$ cat src/rtl/sync_short_ctrl_if.sv
// Handshake bundle between the receiver front-end controller and its sync/receiver stages.
interface sync_short_ctrl_if;
  logic       Start;
  logic       In_Strobe;
  logic       Short_Det;
  logic       Long_Done;
  logic       Rx_Done;
  logic       Det_En;
  logic       Long_En;
  logic       Rx_En;
  logic       Pkt_Det;
  logic       Sync_Ok;
  logic       Timeout;
  logic [2:0] State;

  modport master (
    output Start, In_Strobe, Short_Det, Long_Done, Rx_Done,
    input  Det_En, Long_En, Rx_En, Pkt_Det, Sync_Ok, Timeout, State
  );

  modport slave (
    input  Start, In_Strobe, Short_Det, Long_Done, Rx_Done,
    output Det_En, Long_En, Rx_En, Pkt_Det, Sync_Ok, Timeout, State
  );
endinterface

$ cat src/rtl/sync_short_ctrl.sv
// Sequences short-preamble detect, long-preamble fine sync and payload receive,
// with a strobe-counted long-preamble window and automatic re-arm.
module sync_short_ctrl #(
  parameter int unsigned CLR_CYCLES = 2,
  parameter int unsigned CLR_W      = 2,
  parameter int unsigned LONG_WIN   = 320,
  parameter int unsigned WIN_W      = 9
) (
  input  logic              CLK,
  input  logic              a_RST_n,
  sync_short_ctrl_if.slave  bus
);

  typedef enum logic [2:0] {
    IDLE   = 3'd0,
    CLEAR  = 3'd1,
    SEARCH = 3'd2,
    LONG   = 3'd3,
    RX     = 3'd4
  } state_t;

  localparam logic [CLR_W-1:0] CLR_LAST = CLR_W'(CLR_CYCLES - 1);
  localparam logic [WIN_W-1:0] WIN_LAST = WIN_W'(LONG_WIN - 1);

  state_t            state;
  logic [CLR_W-1:0]  clr_cnt;
  logic [WIN_W-1:0]  win_cnt;
  logic              det_en;
  logic              long_en;
  logic              rx_en;
  logic              pkt_det;
  logic              sync_ok;
  logic              timeout_q;

  // Enable pattern {det, long, rx} for the state being entered
  function automatic logic [2:0] en_of(input state_t s);
    case (s)
      SEARCH:  en_of = 3'b100;
      LONG:    en_of = 3'b010;
      RX:      en_of = 3'b001;
      default: en_of = 3'b000;
    endcase
  endfunction

  // Single-process FSM; enables follow the state being entered on the same edge
  always_ff @(posedge CLK or negedge a_RST_n) begin
    if (!a_RST_n) begin
      state                     <= IDLE;
      clr_cnt                   <= '0;
      win_cnt                   <= '0;
      {det_en, long_en, rx_en}  <= 3'b000;
      pkt_det                   <= 1'b0;
      sync_ok                   <= 1'b0;
      timeout_q                 <= 1'b0;
    end else begin
      pkt_det   <= 1'b0;
      sync_ok   <= 1'b0;
      timeout_q <= 1'b0;
      if (state != IDLE && !bus.Start) begin
        state                    <= IDLE;
        {det_en, long_en, rx_en} <= en_of(IDLE);
      end else begin
        case (state)
          IDLE: begin
            if (bus.Start) begin
              state                    <= CLEAR;
              clr_cnt                  <= '0;
              {det_en, long_en, rx_en} <= en_of(CLEAR);
            end
          end
          CLEAR: begin
            if (clr_cnt == CLR_LAST) begin
              state                    <= SEARCH;
              {det_en, long_en, rx_en} <= en_of(SEARCH);
            end else begin
              clr_cnt <= clr_cnt + CLR_W'(1);
            end
          end
          SEARCH: begin
            if (bus.Short_Det) begin
              state                    <= LONG;
              win_cnt                  <= '0;
              pkt_det                  <= 1'b1;
              {det_en, long_en, rx_en} <= en_of(LONG);
            end
          end
          LONG: begin
            // Lock takes priority over a window expiring on the same strobe
            if (bus.Long_Done) begin
              state                    <= RX;
              sync_ok                  <= 1'b1;
              {det_en, long_en, rx_en} <= en_of(RX);
            end else if (bus.In_Strobe) begin
              if (win_cnt == WIN_LAST) begin
                state                    <= CLEAR;
                clr_cnt                  <= '0;
                timeout_q                <= 1'b1;
                {det_en, long_en, rx_en} <= en_of(CLEAR);
              end else begin
                win_cnt <= win_cnt + WIN_W'(1);
              end
            end
          end
          RX: begin
            if (bus.Rx_Done) begin
              state                    <= CLEAR;
              clr_cnt                  <= '0;
              {det_en, long_en, rx_en} <= en_of(CLEAR);
            end
          end
          default: begin
            state                    <= IDLE;
            {det_en, long_en, rx_en} <= en_of(IDLE);
          end
        endcase
      end
    end
  end

  assign bus.State   = 3'(state);
  assign bus.Det_En  = det_en;
  assign bus.Long_En = long_en;
  assign bus.Rx_En   = rx_en;
  assign bus.Pkt_Det = pkt_det;
  assign bus.Sync_Ok = sync_ok;
  assign bus.Timeout = timeout_q;

endmodule
$ cat src/flat_wrapper.sv
// flat-port wrapper written by rule: the top's interface ports become plain ports
module sync_short_ctrl_flat 
#(
  parameter int unsigned CLR_CYCLES = 2,
  parameter int unsigned CLR_W      = 2,
  parameter int unsigned LONG_WIN   = 320,
  parameter int unsigned WIN_W      = 9
)
  (CLK, a_RST_n, bus_Start, bus_In_Strobe, bus_Short_Det, bus_Long_Done, bus_Rx_Done, bus_Det_En, bus_Long_En, bus_Rx_En, bus_Pkt_Det, bus_Sync_Ok, bus_Timeout, bus_State);
  sync_short_ctrl_if bus_i ();
  input  logic CLK;
  input  logic a_RST_n;
  input wire logic [$bits(bus_i.Start)-1:0] bus_Start;
  input wire logic [$bits(bus_i.In_Strobe)-1:0] bus_In_Strobe;
  input wire logic [$bits(bus_i.Short_Det)-1:0] bus_Short_Det;
  input wire logic [$bits(bus_i.Long_Done)-1:0] bus_Long_Done;
  input wire logic [$bits(bus_i.Rx_Done)-1:0] bus_Rx_Done;
  output wire logic [$bits(bus_i.Det_En)-1:0] bus_Det_En;
  output wire logic [$bits(bus_i.Long_En)-1:0] bus_Long_En;
  output wire logic [$bits(bus_i.Rx_En)-1:0] bus_Rx_En;
  output wire logic [$bits(bus_i.Pkt_Det)-1:0] bus_Pkt_Det;
  output wire logic [$bits(bus_i.Sync_Ok)-1:0] bus_Sync_Ok;
  output wire logic [$bits(bus_i.Timeout)-1:0] bus_Timeout;
  output wire logic [$bits(bus_i.State)-1:0] bus_State;
  assign bus_i.Start = bus_Start;
  assign bus_i.In_Strobe = bus_In_Strobe;
  assign bus_i.Short_Det = bus_Short_Det;
  assign bus_i.Long_Done = bus_Long_Done;
  assign bus_i.Rx_Done = bus_Rx_Done;
  assign bus_Det_En = bus_i.Det_En;
  assign bus_Long_En = bus_i.Long_En;
  assign bus_Rx_En = bus_i.Rx_En;
  assign bus_Pkt_Det = bus_i.Pkt_Det;
  assign bus_Sync_Ok = bus_i.Sync_Ok;
  assign bus_Timeout = bus_i.Timeout;
  assign bus_State = bus_i.State;
  sync_short_ctrl #(.CLR_CYCLES(CLR_CYCLES), .CLR_W(CLR_W), .LONG_WIN(LONG_WIN), .WIN_W(WIN_W)) u_core (.CLK(CLK), .a_RST_n(a_RST_n), .bus(bus_i));
endmodule
$ cat config.mk
export PLATFORM = sky130hd
export DESIGN_NAME = sync_short_ctrl_flat
export DESIGN_NICKNAME = d
export VERILOG_FILES = /design/src/rtl/sync_short_ctrl_if.sv /design/src/rtl/sync_short_ctrl.sv /design/src/flat_wrapper.sv
export SDC_FILE = /design/constraint.sdc
export NUM_CORES = 1
export LEC_CHECK = 0
export CORE_MARGIN = 4
export CORE_UTILIZATION = 58
export DETAILED_ROUTE_END_ITERATION = 10
export PLACE_DENSITY = 0.83
export SLEW_MARGIN = 25
export SYNTH_ARGS = -nofsm -noshare
export SYNTH_HDL_FRONTEND = slang
export SYNTH_SLANG_ARGS = --single-unit
$ cat constraint.sdc
create_clock -name CLK -period 5.25 [get_ports CLK]
set_input_delay 0.525 -clock CLK [delete_from_list [all_inputs] [get_ports CLK]]
set_output_delay 0.525 -clock CLK [all_outputs]
set_load 0.01 [all_outputs]
* Word-level counts from Yosys, hierarchy flattened
Index checks and enable logic that the tools add are counted.
** Storage, ports and cells
- Register bits after elaboration :: 20
- Output and inout bits :: 9
- Input bits :: 7
- Logic and storage cells :: 89
** Operators by class
- Add/sub/neg operators :: 2
- Reduce and logical (&&, ||, !) cells :: 9
- Muxes and demuxes :: 48
- Equality and inequality tests :: 20
- Bitwise logic cells :: 1
** Operator list (number)
- $mux W9 :: 4
- $mux W1 :: 24
- $mux W3 :: 8
- $pmux W9 S2 :: 1
- $pmux W1 S5 :: 3
- $pmux W3 S5 :: 1
- $ne A2 B2 Y1 const B :: 7
- $mux W2 :: 6
- $reduce_and A6 Y1 :: 2
- $add A9 B1 Y9 const B :: 1
- $eq A9 B9 Y1 const B :: 1
- $ne A3 B2 Y1 const B :: 3
- $pmux W2 S4 :: 1
- $reduce_and A8 Y1 :: 1
- $eq A3 B2 Y1 const B :: 2
- $ne A4 B2 Y1 const B :: 1
- $ne A4 B3 Y1 const B :: 1
- $reduce_bool A4 Y1 :: 1
- $eq A3 B1 Y1 const B :: 1
- $eq A3 B3 Y1 const B :: 1
- $logic_not A3 Y1 :: 1
- $ne A3 B1 Y1 const B :: 1
- $reduce_bool A3 Y1 :: 1
- $add A2 B1 Y2 const B :: 1
- 6 further kinds :: 6

* Logic depth before layout (Yosys ltp)
Gate-level depths: netlist (run 1).
- Depth after elaboration :: 6
- Depth in mapped cells :: 7
- Gate-level depth less buffers :: 7

* Worst setup path before layout (run 1)
No wires, ideal clock.
- Path type :: input-to-reg
- Start point :: in bus_Long_Done
- End point :: reg u_core.clr_cnt[0]
- Setup slack :: 3510 ps
- Cell stages on the path :: 5
- Setup time :: 125 ps
- Arrival time :: 1615 ps
- Data required time :: 5125 ps
- Path buffers :: 0
- Path through :: nand2b_1 -> a21oi_1 -> o21ai_0 -> or3_4 -> mux2_4
** Between the ends
- Word-level cells in the longest chain between the ends :: 2
** Ends and longest elaborated chain
- start: declaration :: RTL line flat_wrapper.sv:16 : input wire logic [$bits(bus_i.Long_Done)-1:0] bus_Long_Done;
- $ne A2 B2 Y1 (no line)
- $reduce_and A8 Y1 (no line)
- end signal: assignment :: RTL line sync_short_ctrl.sv:76 : clr_cnt <= clr_cnt + CLR_W'(1);
- end: declaration :: RTL line sync_short_ctrl.sv:26 : logic [CLR_W-1:0] clr_cnt;
No other way between the ends.
A chain may end at the register's enable or synchronous reset.

* Worst setup path in the final report (run 1)
- Start point :: in bus_Start
- End point :: reg u_core.clr_cnt[0]
** Between the ends
- Word-level cells in the longest chain between the ends :: 4
- Elaborated cells on any way between the ends :: 5
- Those cells by class :: eq/ne: 1; bitwise: 1; reduce/logical: 3
** Ends and longest elaborated chain
- start: declaration :: RTL line flat_wrapper.sv:13 : input wire logic [$bits(bus_i.Start)-1:0] bus_Start;
- $logic_not A1 Y1 :: RTL line sync_short_ctrl.sv:59 : if (state != IDLE && !bus.Start) begin
- $logic_and A1 B1 Y1 :: RTL line sync_short_ctrl.sv:59
- $not A1 Y1 (no line)
- $reduce_and A8 Y1 (no line) *
Every way passes the cells marked *; elsewhere a longest branch is shown, timed or not.

==> results of run 1 <==
## path summary, 6_finish.rpt
kind	start	to	slack, ns
hold reg to reg	u_core.clr_cnt[1]	u_core.clr_cnt[1]	0.53
max in group asynchronous	a_RST_n	u_core.bus.State[1]	4.00
setup / recovery	bus_Start	u_core.clr_cnt[0]	3.12
min in group asynchronous	a_RST_n	u_core.win_cnt[2]	0.71
setup reg to reg	u_core.bus.State[1]	u_core.win_cnt[7]	3.16
hold / removal	u_core.clr_cnt[1]	u_core.clr_cnt[1]	0.53
## stage by stage
step / instance area, µm² / hold slack (ns)
after floorplan: 1200 / 0.229
after CTS: 1390 / 0.527
after detailed placement: 1370 / 0.494
after global routing: 1390 / 0.546
final: 1390 / 0.530
after global placement: 1370 / 0.499
## power breakdown
| group | internal, mW | total (mW) | switching, mW | leakage, nW |
|---|---|---|---|---|
| Sequential | 0.175 | 0.207 | 0.0326 | 0.275 |
| Clock | 0.0268 | 0.0729 | 0.0461 | 0.0138 |
| Combinational | 0.0861 | 0.169 | 0.0831 | 0.297 |
| Total | 0.287 | 0.449 | 0.162 | 0.586 |
## flip-flops by register name, summed over array words and instances (netlist names)
signal              cells
u_core.bus.Det_En       1
u_core.bus.Long_En      1
u_core.bus.Pkt_Det      1
u_core.bus.Rx_En        1
u_core.bus.State        3
u_core.bus.Sync_Ok      1
u_core.bus.Timeout      1
u_core.clr_cnt          2
u_core.win_cnt          9
## cell families after synthesis
group | after synthesis
AND/OR/NAND/NOR | 60
buffers and inverters | 9
flip-flops | 20
adder cells (fa/ha/maj) | 2
XOR/XNOR | 1
multiplexers | 3
AO/OA/AOI/OAI | 35
## layout make-up
cell class,instances,area [µm²],area share (%)
multi-input cells,101,664,47.7
well taps,27,33.8,2.42
flip-flops and latches,20,500,35.9
clock buffers,3,22.5,1.62
inverters,6,22.5,1.62
repair buffers,15,150,10.8
## synthesized netlist by cell type (2+ instances only)
cell,number,share of area [%]
nor2b_1,4,2.1
inv_1,6,1.9
dfrtp_1,20,42
a21oi_1,8,3.3
o21ai_1,3,1.2
nor3b_1,3,1.9
nor2_1,9,2.8
a31oi_1,2,1.0
nand2b_1,4,2.1
and3_1,2,1.0
buf_2,3,1.2
nand4_1,2,1.0
nand3b_1,2,1.2
o21ai_0,13,5.4
ha_1,2,2.1
nand3_1,5,2.1
mux2_4,2,2.5
nand2_1,12,3.7
nor3_1,7,2.9
## routing by layer
metal	track usage, %	vias up	share of wire, %
met1	27.4	483	46
met4	5.96	0	1.3
met5	0	-	0
met2	34.7	26	48
met3	5.54	6	4.9
li1	-	503	-
## critical path: cells and delay by family
| family | cells | cell delay, ns |
|---|---|---|
| buf+inv | 2 | 0.73 |
| simple gates | 1 | 0.42 |
| compound gates | 2 | 0.34 |
| mux | 1 | 0.31 |
==> impl_results.md, run 1 <==
- Run status: completed
- Final HPWL DP: 1950 µm
- #FFs+latches synth: 20
- Die ar.: 2870 µm²
- Share of post-route cells with drive strength above 1: 10.3%
- Starting density of the core: 61.3%
- Commonest non-fill, non-tap cells in the layout: 20 x dfrtp_1, 15 x clkdlybuf4s50_1, 13 x o21ai_0
- Vias in the first global route: 965
- Ys Warns: 0
- Max Fclk: 469 MHz
- CTS tree: built
- Commonest non-fill, non-tap cell in the layout: dfrtp_1
- Final Hold Violating Endpoints: 0
- Avg Cell Area, Syn: 9.25 µm²
- IR drop worst, VDD: 241 µV
- ANT cells: 0
- Max-slew violations: 0
- Initial antenna violation count: 0
- Crit-path max cell delay: 0.56 ns
- Core area: 1960 µm²
- Reg clk slew, reported paths: 0.10 ns
- Ys async rst share: 100%
- EDFF count, synth: 0
- Hold Path Stages: 1
- Total design power: 0.449 mW
- DR vias: 1018
- Die Wd: 53.5 µm
- Number of cells upsized or downsized after cts: 0
- DRT Pass-1 Iters: 4
- Detailed Route Iter0 Violations: 26
- Sequential fraction of the synthesis area: 41.6%
- IO Pins: 16
- Vias per cell: 5.92
- Routed Wire Length: 2600 µm
- Hold bufs inserted after CTS: 0
- DP Worst Slack: 2.82 ns
- Largest net degree at the start of global routing: 21
- FP Rows: 16
- # setup viols final: 0
- R2R depth: 5
- Worst Path Max Fanout: 7
- Worst path arrival time: 2.32 ns
- Clock root cell: clkbuf_4
- CP endpoint kind: register
- WP data required: 5.44 ns
- Crit Path Class: in2reg
- Critical path cell sequence: clkdlybuf4s50_1, inv_1, a21oi_1, o21ai_0, or3_4, mux2_4
- Post-CTS Setup Inserts: 0
- Cells after synthesis: 130
- Post-Synth XOR/XNOR Area: 0.728%
- Netlist cell types: 40
- Port Buf Inserts: 15
- Final antenna-violating net count: 0
- RSZ-0062 raised after global routing: no
- Sink Count: 20
- Setup TNS: 0 ns
- Largest family of logic cells by synthesized area: simple AND/OR/NAND/NOR gates
- Compound-Gate Fraction of Synth Area: 20.0%
- Simple-gate share of the synthesized area: 29.0%
- First-pass GRT wire length: 4400 µm
- LEAKAGE: 0.586 nW
- Die height: 53.5 µm
- Fill cell count: 167
- H-tree levels: 1
- Slew @ Worst Pin: 0.877 ns
- Tightest Hold Check Type: reg2reg
- Worst setup SP type: input port
- Max clock buf depth: 2
- Placed instance count: 169
- Total gr overflow: 0
- Mapped Nets: 139
- Num CTS Buffers: 3
- Synthesized cell area: 1200 µm²
- Adder-Cell Fraction of Synth Area: 2.08%
- Worst setup margin: 3.12 ns
- Post-route clock period utilization: 40.7%
- Slowest CP cell: clkdlybuf4s50_1
- Post-synthesis mux area share: 3.43%
- P&R area growth vs syn: 15.9%
- GRT Util Overall: 21.1%
- Max-slew headroom: 41.3%
- GP Congestion: 0.923
- Later-pin clock latency in the skew report: 0.30 ns
- Max-cap violation count: 0
- Worst clock skew: 0.0104 ns
- # nets final: 156
- Fin cells: 172
- Drt wl/cell: 15.1 µm
- DR DRC count: 0
- Minimum clock period: 2.13 ns
- P per Cell Area: 322 nW/µm²
- Final core occ: 71.0%
- Ys flop type: dfrtp_1
(Power assumes the default switching activity.)
==> run 2: changes to the inputs <==
- CORE_UTILIZATION: 58 -> 48
- PLACE_DENSITY: 0.83 -> 0.74
- clock period: 5.25 -> 1.75 ns (I/O delays scaled with it)
==> impl_results.md, run 2 (synthesis results as in run 1) <==
- ANT cells: 0 (unchanged)
- Drt wl/cell: 15.2 µm (+0.76%)
- # setup viols final: 1 (+1)
- CP delay by family, top: simple AND/OR/NAND/NOR gates
- Max clock buf depth: 2 (unchanged)
- Max reg flops: 9 (unchanged)
- Total gr overflow: 0 (unchanged)
- P&R area growth vs syn: 39.9%
- Worst clock skew: 0.00701 ns (-0.00343 ns)
- DR vias: 1173 (+15%)
- Placement-stage cell area: 1560 µm² (+14%)
- Crit-path max cell delay: 0.43 ns (-0.13 ns)
- Num CTS Buffers: 3 (unchanged)
- Worst path arrival time: 1.97 ns (-0.35 ns)
- Largest net degree at the start of global routing: 21 (unchanged)
- Hold bufs inserted after CTS: 0 (unchanged)
- Starting density of the core: 52.3% (-8.9 points)
- Minimum clock period: 1.75 ns
- GRT Util Overall: 19.4% (-1.7 points)
- DP Worst Slack: -0.229 ns (-3.05 ns)
- Vias in the first global route: 1106 (+15%)
- Max Fclk: 571 MHz
- Final Hold Violating Endpoints: 0 (unchanged)
- IO Pins: 16 (unchanged)
- First-pass GRT wire length: 4980 µm (+13%)
- Worst setup margin: -0.00270 ns (-3.12 ns)
- Max-cap violation count: 0 (unchanged)
- P per Cell Area: 943 nW/µm² (+190%)
- Max-slew violations: 0 (unchanged)
- Crit Path Class: reg2reg
- RSZ-0062 raised after global routing: yes
- CP endpoint kind: register
- Fin cells: 202 (+17%)
- LEAKAGE: 0.729 nW (+24%)
- Commonest non-fill, non-tap cells in the layout: 27 x buf_4, 19 x dfrtp_1, 15 x clkdlybuf4s50_1
- FP Rows: 17 (+1)
- Port Buf Inserts: 15 (unchanged)
- Commonest non-fill, non-tap cell in the layout: buf_4
- Placed instance count: 195 (+15%)
- Final antenna-violating net count: 0 (unchanged)
- Worst Path Max Fanout: 3 (-4)
- Die ar.: 3370 µm² (+18%)
- DR DRC count: 0 (unchanged)
- Die height: 58.1 µm (+8.4%)
- WHS: 0.177 ns (-0.353 ns)
- Later-pin clock latency in the skew report: 0.31 ns (about the same)
- CTS tree: built
- Failing checks: negative setup slack
- Sink Count: 20 (unchanged)
- Core area: 2300 µm² (+17%)
- Largest register by flop count: u_core.win_cnt
- Critical path cell sequence: ha_1, nor2b_1, o32a_1, or3_4, mux2_4
- Reg clk slew, reported paths: 0.12 ns (+0.02 ns)
- H-tree levels: 1 (unchanged)
- Worst Path Buf+Inv: 0 (-2)
- IR drop worst, VDD: 726 µV (+200%)
- Vias per cell: 5.81 (-1.9%)
- Post-route clock period utilization: 100%
- Detailed Route Iter0 Violations: 52 (+100%)
- Share of post-route cells with drive strength above 1: 30.5% (+20 points)
- GP Congestion: 0.927 (+0.43%)
- Total design power: 1.59 mW (+250%)
- Initial antenna violation count: 0 (unchanged)
- Max-slew headroom: 78.7% (+37 points)
- Tightest Hold Check Type: in2async
- Final HPWL DP: 2210 µm (+13%)
- Die Wd: 58.1 µm (+8.4%)
- Slowest CP cell: dfrtp_1
- Routed Wire Length: 3080 µm (+18%)
- Fin area: 1680 µm² (+21%)
- Slew @ Worst Pin: 0.318 ns (-0.559 ns)
- Worst setup SP type: register
- Run status: complete, but fails checks
- # nets final: 184 (+18%)
- DRT Pass-1 Iters: 4 (unchanged)
- WP data required: 1.96 ns (-3.48 ns)
- Clock root cell: clkbuf_4
## run 2: routing by layer
layer  wire, µm  global-route usage [%]  vias to the layer above
li1           -                       -                      563
met1       1380                    25.4                      565
met2       1460                    29.8                       38
met3        170                    4.68                        7
met4         61                    9.60                        0
met5          0                       0                        -
## run 2: what timing repair did
| item | in CTS | in global routing |
|---|---|---|
| pin swaps | 2 | 2 |
| setup endpoints to repair | 9 | 15 |
| cloned | 1 | 0 |
| gates resized for setup | 4 | 9 |
| buffers inserted | 0 | 2 |
## run 2: final cells by class
type / count / area [µm²]
multi-input cells: 102 / 733
repair buffers: 42 / 353
well taps: 28 / 35.0
inverters: 6 / 22.5
fillers: 173 / 616
flip-flops and latches: 20 / 502
clock buffers: 4 / 36.3
## run 2: where the power goes
group	internal [mW]	switching (mW)	leakage, nW
clock network	0.127	0.153	0.0210
logic	0.381	0.334	0.434
registers	0.525	0.0654	0.274
## run 2: per-stage QoR
step	setup TNS [ns]	util, %
after floorplan	0	-
after CTS	0	70.9
after global placement	-1.25	67.9
after global routing	-0.161	73.2
final	-0.00270	73.2
after detailed placement	-1.64	67.9
## run 2: worst paths after layout
path / startpoint / endpoint / slack (ns) / cells after the start
max: u_core.clr_cnt[0] / u_core.clr_cnt[1] / -0.003 / 5
min: a_RST_n / u_core.clr_cnt[0] / 0.18 / 2
max reg2reg: u_core.clr_cnt[0] / u_core.clr_cnt[1] / -0.003 / 5
min reg2reg: u_core.bus.Rx_En / u_core.bus.Rx_En / 0.53 / 2
max in group asynchronous: a_RST_n / u_core.bus.State[1] / 1.35 / 2
min in group CLK: u_core.bus.Rx_En / u_core.bus.Rx_En / 0.53 / 2
==> run 3: changes to the inputs <==
- CORE_MARGIN: 4 -> 2
==> impl_results.md, run 3 (synthesis results as in run 1) <==
- Run status: complete, but fails checks
- Failing checks: negative setup slack
- WP data required: 1.94 ns (-0.02 ns)
- Max-slew violations: 0 (unchanged)
- Die height: 54.1 µm (-6.9%)
- Max clock buf depth: 2 (unchanged)
- Worst clock skew: 0.00537 ns (-0.00164 ns)
- Worst path arrival time: 1.97 ns (about the same)
- Clock root cell: clkbuf_4
- Max-cap violation count: 0 (unchanged)
- Worst Path Max Fanout: 3 (unchanged)
- Total design power: 1.58 mW (-0.21%)
- IR drop worst, VDD: 625 µV (-14%)
- Die ar.: 2920 µm² (-13%)
- Grt met3 use: 3.33% (-1.3 points)
- Total gr overflow: 0 (unchanged)
- Tightest Hold Check Type: in2async
- Initial antenna violation count: 0 (unchanged)
- Worst setup SP type: register
- Largest register by flop count: u_core.win_cnt
- # setup viols final: 2 (+1)
- ANT cells: 0 (unchanged)
- Setup TNS: -0.0511 ns (-0.0484 ns)
- Net Sw Frac: 35.0% (+0.16 points)
- Final Hold Violating Endpoints: 0 (unchanged)
- Internal Pwr Total: 1.03 mW (-0.46%)
- Core area: 2430 µm² (+5.9%)
- Fin area: 1750 µm² (+3.9%)
- P per Cell Area: 906 nW/µm² (-3.9%)
- Gate power share: 49.7% (+4.6 points)
- CTS tree: built
- Largest net degree at the start of global routing: 21 (unchanged)
- Register Area: 502 µm² (unchanged)
- Die Wd: 54.1 µm (-6.9%)
- Minimum clock period: 1.78 ns (+0.0243 ns)
- Routed Wire Length: 3090 µm (+0.36%)
- Crit-path max cell delay: 0.41 ns (-0.02 ns)
- IO Pins: 16 (unchanged)
- Vias per cell: 5.48 (-5.6%)
- Slew @ Worst Pin: 0.305 ns (-0.0127 ns)
- Vias in the first global route: 1092 (-1.3%)
- Starting density of the core: 49.4% (-2.9 points)
- Final HPWL DP: 2220 µm (+0.75%)
- Reg clk slew, reported paths: 0.11 ns (about the same)
- Clock power share: 13.4% (-4.3 points)
- CP endpoint kind: register
- Layer with the highest usage: met2
- Share of post-route cells with drive strength above 1: 34.3% (+3.8 points)
- Max-slew headroom: 79.6% (+0.92 points)
- Max Fclk: 563 MHz (-1.4%)
- NetSw: 0.554 mW (+0.26%)
- Placement-stage cell area: 1590 µm² (+2.1%)
- P&R area growth vs syn: 45.3%
- Sink Count: 20 (unchanged)
- DRT Pass-1 Iters: 4 (unchanged)
- Num CTS Buffers: 3 (unchanged)
- Worst setup margin: -0.0270 ns (-0.0243 ns)
- Area occupied by multi-input gates: 768 µm² (+4.8%)
- RSZ-0062 raised after global routing: yes
- Crit Path Class: reg2reg
- # nets final: 189 (+2.7%)
- Met2 Resource Use GR: 38.0% (+8.2 points)
- Critical path cell sequence: ha_4, buf_4, and3_4, a31oi_4, or3_4, mux2_4
- Max reg flops: 9 (unchanged)
- Post-route clock period utilization: 102% (+1.4 points)
- First-pass GRT wire length: 4840 µm (-2.8%)
- Hold bufs inserted after CTS: 0 (unchanged)
- Fill cell count: 182 (+5.2%)
- FP Rows: 18 (+1)
- Later-pin clock latency in the skew report: 0.29 ns (-0.02 ns)
- Detailed Route Iter0 Violations: 36 (-31%)
- Final antenna-violating net count: 0 (unchanged)
- LEAKAGE: 0.776 nW (+6.5%)
- DR vias: 1140 (-2.8%)
- GP Congestion: 0.958 (+3.4%)
- Slowest CP cell: dfrtp_1
- Grt met1 use: 30.2% (+4.8 points)
- Commonest non-fill, non-tap cells in the layout: 31 x buf_4, 19 x dfrtp_1, 15 x clkdlybuf4s50_1
- Drt wl/cell: 14.9 µm (-2.5%)
- Final core occ: 71.8% (-1.4 points)
- Commonest non-fill, non-tap cell in the layout: buf_4
- Seq pwr share: 37.0% (-0.3 points)
- DR DRC count: 0 (unchanged)
- Port Buf Inserts: 15 (unchanged)
- GRT Util Overall: 23.0% (+3.6 points)
- DP Worst Slack: -0.226 ns (+0.00316 ns)
- H-tree levels: 1 (unchanged)
-- run 3: changes by cell type in the layout (fill, tap and decap cells not counted), moves of 2 or more --
cell,change
buf_4,+4
nand3_1,-2
nand3_2,+2
nor3_1,+2
nor3_2,-2
-- run 3: area by class of cell --
cell class	instances	area share (%)
Clock buffer	3	1.29
Tap cell	30	2.15
Multi-Input combinational cell	102	44.0
Timing Repair Buffer	47	22.6
Sequential cell	20	28.7
Inverter	6	1.29
-- run 3: power groups by stage --
stage	clock (mW)	combinational (mW)	sequential, mW
2_1_floorplan	0	0.387	0.589
3_3_place_gp	0	0.676	0.582
3_5_place_dp	0	0.702	0.586
4_1_cts	0.223	0.718	0.578
5_1_grt	0.244	0.862	0.595
6_report	0.212	0.786	0.585
-- run 3: final timing paths --
path / start / to / slack, ns / cells past startpoint
max in group asynchronous: a_RST_n / u_core.bus.State[1] / 1.32 / 2
setup reg to reg: u_core.win_cnt[1] / u_core.clr_cnt[1] / -0.03 / 6
setup / recovery: u_core.win_cnt[1] / u_core.clr_cnt[1] / -0.03 / 6
min in group CLK: u_core.clr_cnt[1] / u_core.clr_cnt[1] / 0.53 / 1
hold reg to reg: u_core.clr_cnt[1] / u_core.clr_cnt[1] / 0.53 / 1
hold / removal: a_RST_n / u_core.clr_cnt[0] / 0.21 / 2
-- run 3: what timing repair did --
item | CTS | global route
setup endpoints to repair | 10 | 12
buffers inserted | 0 | 3
pin swaps | 0 | 8
cloned | 0 | 1
gates resized for setup | 6 | 12
-- run 3: per-stage QoR --
step | cells | hold slack (ns)
global placement | 201 | 0.498
floorplan | 130 | -0.121
CTS | 204 | 0.208
detailed placement | 201 | 0.504
global route | 208 | 0.219
finish | 208 | 0.206
-- run 3: layer usage --
metal  part of all wire [%]  vias up
met2                     52       19
li1                       -      574
met3                    2.9        2
met4                   0.65        0
met5                      0        -
met1                     45      545
-- run 3: critical path, delay by kind of cell (launching register included) --
kind	cells	cell delay [ns]
and+or+nand+nor	2	0.57
DFF	1	0.41
muxes	1	0.30
adders and majority gates	1	0.18
AOI/OAI and AO/OA	1	0.11
buffers and inverters	1	0.10
